## src/rtl/multi_debouncer.sv

```systemverilog
// N-channel button conditioner: 2-flop sync, symmetric debounce, press/release strobes.
// Optional auto-repeat strobe built when DEBOUNCE_REPEAT_EN is defined.
module multi_debouncer_lane #(
    parameter int STABLE_CYCLES = 16,
    parameter int REPEAT_DELAY  = 12_500_000,
    parameter int REPEAT_PERIOD = 2_500_000
) (
    input  logic clk,
    input  logic rst_n,
    input  logic btn_in,
    output logic level,
    output logic press,
    output logic rel,
    output logic rpt
);
    localparam int CNT_W = $clog2(STABLE_CYCLES);

    logic [1:0]       sync;
    logic             s;
    logic [CNT_W-1:0] cnt;
    logic             accept;

    assign s      = sync[1];
    assign accept = (s != level) && (cnt == CNT_W'(STABLE_CYCLES - 1));

    always_ff @(posedge clk or negedge rst_n) begin
        if (!rst_n) begin
            sync  <= '0;
            cnt   <= '0;
            level <= 1'b0;
            press <= 1'b0;
            rel   <= 1'b0;
        end else begin
            sync  <= {sync[0], btn_in};
            press <= accept && s;
            rel   <= accept && !s;
            // any sample matching the current level restarts the window
            if (s == level) begin
                cnt <= '0;
            end else if (accept) begin
                level <= s;
                cnt   <= '0;
            end else begin
                cnt <= cnt + 1'b1;
            end
        end
    end

`ifdef DEBOUNCE_REPEAT_EN
    localparam int RMAX   = (REPEAT_DELAY > REPEAT_PERIOD) ? REPEAT_DELAY : REPEAT_PERIOD;
    localparam int RCNT_W = $clog2(RMAX + 1);

    logic [RCNT_W-1:0] rcnt;
    logic              first;
    logic [RCNT_W-1:0] target;

    assign target = first ? RCNT_W'(REPEAT_DELAY - 1) : RCNT_W'(REPEAT_PERIOD - 1);

    always_ff @(posedge clk or negedge rst_n) begin
        if (!rst_n) begin
            rcnt  <= '0;
            first <= 1'b0;
            rpt   <= 1'b0;
        end else begin
            rpt <= 1'b0;
            // acceptance in either direction restarts; release edge never repeats
            if (accept) begin
                rcnt  <= '0;
                first <= 1'b1;
            end else if (level) begin
                if (rcnt == target) begin
                    rpt   <= 1'b1;
                    rcnt  <= '0;
                    first <= 1'b0;
                end else begin
                    rcnt <= rcnt + 1'b1;
                end
            end
        end
    end
`else
    assign rpt = 1'b0;
`endif
endmodule

module multi_debouncer #(
    parameter int CHANNELS      = 5,
    parameter int STABLE_CYCLES = 16,
    parameter int REPEAT_DELAY  = 12_500_000,
    parameter int REPEAT_PERIOD = 2_500_000
) (
    input  logic                clk,
    input  logic                rst_n,
    input  logic [CHANNELS-1:0] btn_in,
    output logic [CHANNELS-1:0] btn_level,
    output logic [CHANNELS-1:0] btn_press,
    output logic [CHANNELS-1:0] btn_release,
    output logic [CHANNELS-1:0] btn_repeat
);
    for (genvar g = 0; g < CHANNELS; g++) begin : g_lane
        multi_debouncer_lane #(
            .STABLE_CYCLES(STABLE_CYCLES),
            .REPEAT_DELAY (REPEAT_DELAY),
            .REPEAT_PERIOD(REPEAT_PERIOD)
        ) u_lane (
            .clk   (clk),
            .rst_n (rst_n),
            .btn_in(btn_in[g]),
            .level (btn_level[g]),
            .press (btn_press[g]),
            .rel   (btn_release[g]),
            .rpt   (btn_repeat[g])
        );
    end
endmodule

```

## config.mk

```make
export PLATFORM = sky130hd
export DESIGN_NAME = multi_debouncer
export DESIGN_NICKNAME = d
export VERILOG_FILES = /design/src/rtl/multi_debouncer.sv
export SDC_FILE = /design/constraint.sdc
export NUM_CORES = 1
export LEC_CHECK = 0
export BUFFER_PORTS_ARGS = -buffer_cell sky130_fd_sc_hd__buf_2
export CAP_MARGIN = 20
export CELL_PAD_IN_SITES_DETAIL_PLACEMENT = 1
export CELL_PAD_IN_SITES_GLOBAL_PLACEMENT = 1
export CORE_UTILIZATION = 28
export DETAILED_ROUTE_END_ITERATION = 7
export PLACE_DENSITY = 0.54
export SLEW_MARGIN = 20
export SYNTH_ARGS = -nofsm -noshare
export SYNTH_HDL_FRONTEND = slang
export SYNTH_SLANG_ARGS = --single-unit
```

## constraint.sdc

```tcl
create_clock -name clk -period 1.38 [get_ports clk]
set_input_delay 0 -clock clk [delete_from_list [all_inputs] [get_ports clk]]
set_output_delay 0 -clock clk [all_outputs]
set_load 0.1 [all_outputs]
```

==> results.yml <==
outcome:
  outcome: "finished clean"
cells_and_area:
  fin_util: 0.3320
  drive_above_1_share: 0.2484
  area.growth.synth_to_final_pct: 14.47
  multi_input_area_um2: 561.8
  final.fill_count: 668
  mostFrequentLayoutCells: "dfrtp_1, buf_2, nor3b_1"
  nNetsFinal: 172
  fin_area_mm2: 0.002108
  layout_commonest_cell: "dfrtp_1"
  regArea_mm2: 0.001126
  antenna_cells: 0
drt:
  wl_per_cell_um: 12.43
  antenna_left: 0
  drt_pass1_iterations: 4
  post_drt_via_cell_ratio: 4.357
  drc: 0
  drt-initial-drc-count: 20
  num_vias: 1037
  wirelength_mm: 2.959
yosys:
  synth.cell_area_mm2: 0.001842
  ys_seq_area_frac: 0.6114
  ys_types: 16
  ys.flop_type: "dfrtp_1"
  synth.top_cell.area_share: 0.6114
  ys_ff_latch: 45
  yosys.area.top_type: "dfrtp_1"
  avgSynthCellArea_um2: 13.06
  synth-async-reset-ratio: 1.000
  synth.area.top_cells: "dfrtp_1, buf_4, nor3b_1, xnor2_1, ha_1"
  synthCells: 141
  yosys_warnings: 0
  synth_edf_count: 0
power_and_ir_drop:
  power.switching_uw: 622.0
  sequentialPowerShare: 0.535
  combPwrFrac: 0.076
  vdd.ir_drop.worst_uv: 401.6
  total_leakage_power_uw: 0.0009580
  p_sw_frac: 0.2347
  p_int_uw: 2028
  finalPower_uw: 2649
  p_clk_frac: 0.389
  cellPowerDensity_mw_per_mm2: 1257
clocking:
  cts_setup_buffers: 0
  cts_resized: 0
  clkTransAtPathRegs_ns: 0.09
  clock-sinks: 45
  cts_buffers: 5
  clock_latency_ns: 0.29
  clock_path_buffers: 2
  hold_buffers: 6
  clockRootBuffer: "clkbuf_8"
  cts_tree: "done"
  h-tree-depth: 2
sta:
  fmax_ghz: 0.7860
  setup_viol: 0
  hold_ws_ns: 0.2183
  slew_headroom: 0.6399
  skew_ns: 0.009080
  hold_violations: 0
  setup_tns_ns: 0
  worst_pin_slew_ns: 0.5402
  min_period_ns: 1.272
  drv_slew: 0
  rsz0062_at_grt: "false"
  period_share: 0.9219
worst_setup_path:
  required_ns: 1.56
  slowest_delay_ns: 0.43
  crit_family: "flip-flops"
  cp.arrival_ns: 1.45
  setup.worst_path.class: "register to register"
  crit_fanout: 4
  crit_chain: "ha_1 > nand3_2 > mux2_2"
  path_buf_inv: 0
  endpoint_kind: "register"
  crit_slowest_cell: "dfrtp_1"
  critPathLaunchType: "register"
floorplan:
  dieWidth_um: 83.11
  coreArea_mm2: 0.006350
  die_height_um: 83.11
  fp-row-count: 29
  start_util: 0.2900
  io_pins: 27
  dieArea_mm2: 0.006906
grt:
  grt.total_usage: 0.09707
  antenna_found_initial: 0
  grt_pass1_vias: 1161
  grt_overflow: 0
  grt_max_degree: 25
  grt_first_pass_wirelength_mm: 5.409
worst_hold_path:
  hp-class: "primary input to asynchronous set/reset pin"
placement:
  gp_congestion: 0.7000
  placed_area_mm2: 0.001928
  port_buffers: 21
  post-dp-hpwl_mm: 2.075
job:
  drv_cap: 0
[power by group through the flow]
| stage | logic [uW] | clock network [uW] | registers (uW) |
|---|---|---|---|
| after floorplan | 146 | 0 | 1430 |
| after global placement | 187 | 0 | 1440 |
| after detailed placement | 191 | 0 | 1440 |
| after CTS | 207 | 1080 | 1420 |
| after global routing | 226 | 1150 | 1430 |
| final | 201 | 1030 | 1420 |
[through the flow]
step,instances,worst slack (ns)
2_1_floorplan,145,0.2103
3_3_place_gp,224,0.1631
3_5_place_dp,224,0.1160
4_1_cts,238,0.09707
5_1_grt,238,0.04716
6_report,238,0.1078
[Yosys cell counts (4+ instances only)]
cell,number
a21oi_1,10
buf_4,20
dfrtp_1,45
ha_1,5
inv_1,5
mux2_2,4
nand3_2,5
nand4b_1,5
nor2_1,5
nor2b_1,5
nor3b_1,14
o21ai_0,5
xnor2_1,10
[state kept, by name, summed over array words and instances (netlist names)]
name	count
g_lane.u_lane.cnt	20
g_lane.u_lane.level	5
g_lane.u_lane.rel	5
g_lane.u_lane.press	5
g_lane.u_lane.sync	10
[routing by layer]
| metal | part of all wire | track usage | vias up |
|---|---|---|---|
| li1 | - | - | 492 |
| met3 | 0.036 | 0.03380 | 4 |
| met5 | 0 | 0 | - |
| met4 | 0.013 | 0.04075 | 0 |
| met2 | 0.51 | 0.1639 | 21 |
| met1 | 0.44 | 0.1116 | 520 |
[cells by family after synthesis]
| kind of cell | share of synthesized area |
|---|---|
| flops | 0.6114 |
| simple gates | 0.1352 |
| buf+inv | 0.09171 |
| compound gates | 0.04552 |
| xor+xnor | 0.04755 |
| fa+ha+maj | 0.03397 |
| mux | 0.03260 |
| other cells | 0.002036 |
[worst reg2reg max path: stages, from the launching register on]
cell and delay (ns):
dfrtp_1 0.43, ha_1 0.27, nand3_2 0.12, mux2_2 0.34
[worst paths after layout]
check | to | slack, ns | startpoint | depth (start not counted)
hold / removal | g_lane[4].u_lane.press | 0.22 | rst_n | 2
hold reg to reg | g_lane[1].u_lane.sync[1] | 0.35 | g_lane[1].u_lane.sync[0] | 0
setup / recovery | g_lane[1].u_lane.level | 0.11 | g_lane[1].u_lane.cnt[0] | 3
min in group clk | g_lane[2].u_lane.sync[0] | 0.34 | btn_in[2] | 2
setup reg to reg | g_lane[1].u_lane.level | 0.11 | g_lane[1].u_lane.cnt[0] | 3
max in group asynchronous | g_lane[3].u_lane.rel | 0.64 | rst_n | 3
[layout make-up]
| class | count | area share |
|---|---|---|
| inverter | 5 | 0.008902 |
| clock buffer | 6 | 0.03917 |
| multi-input combinational | 75 | 0.2665 |
| timing repair buffer | 28 | 0.08783 |
| sequential | 45 | 0.5341 |
| tap | 77 | 0.04570 |
| clock inverter | 2 | 0.01780 |
No activity file was read; power rests on OpenSTA's default activity.
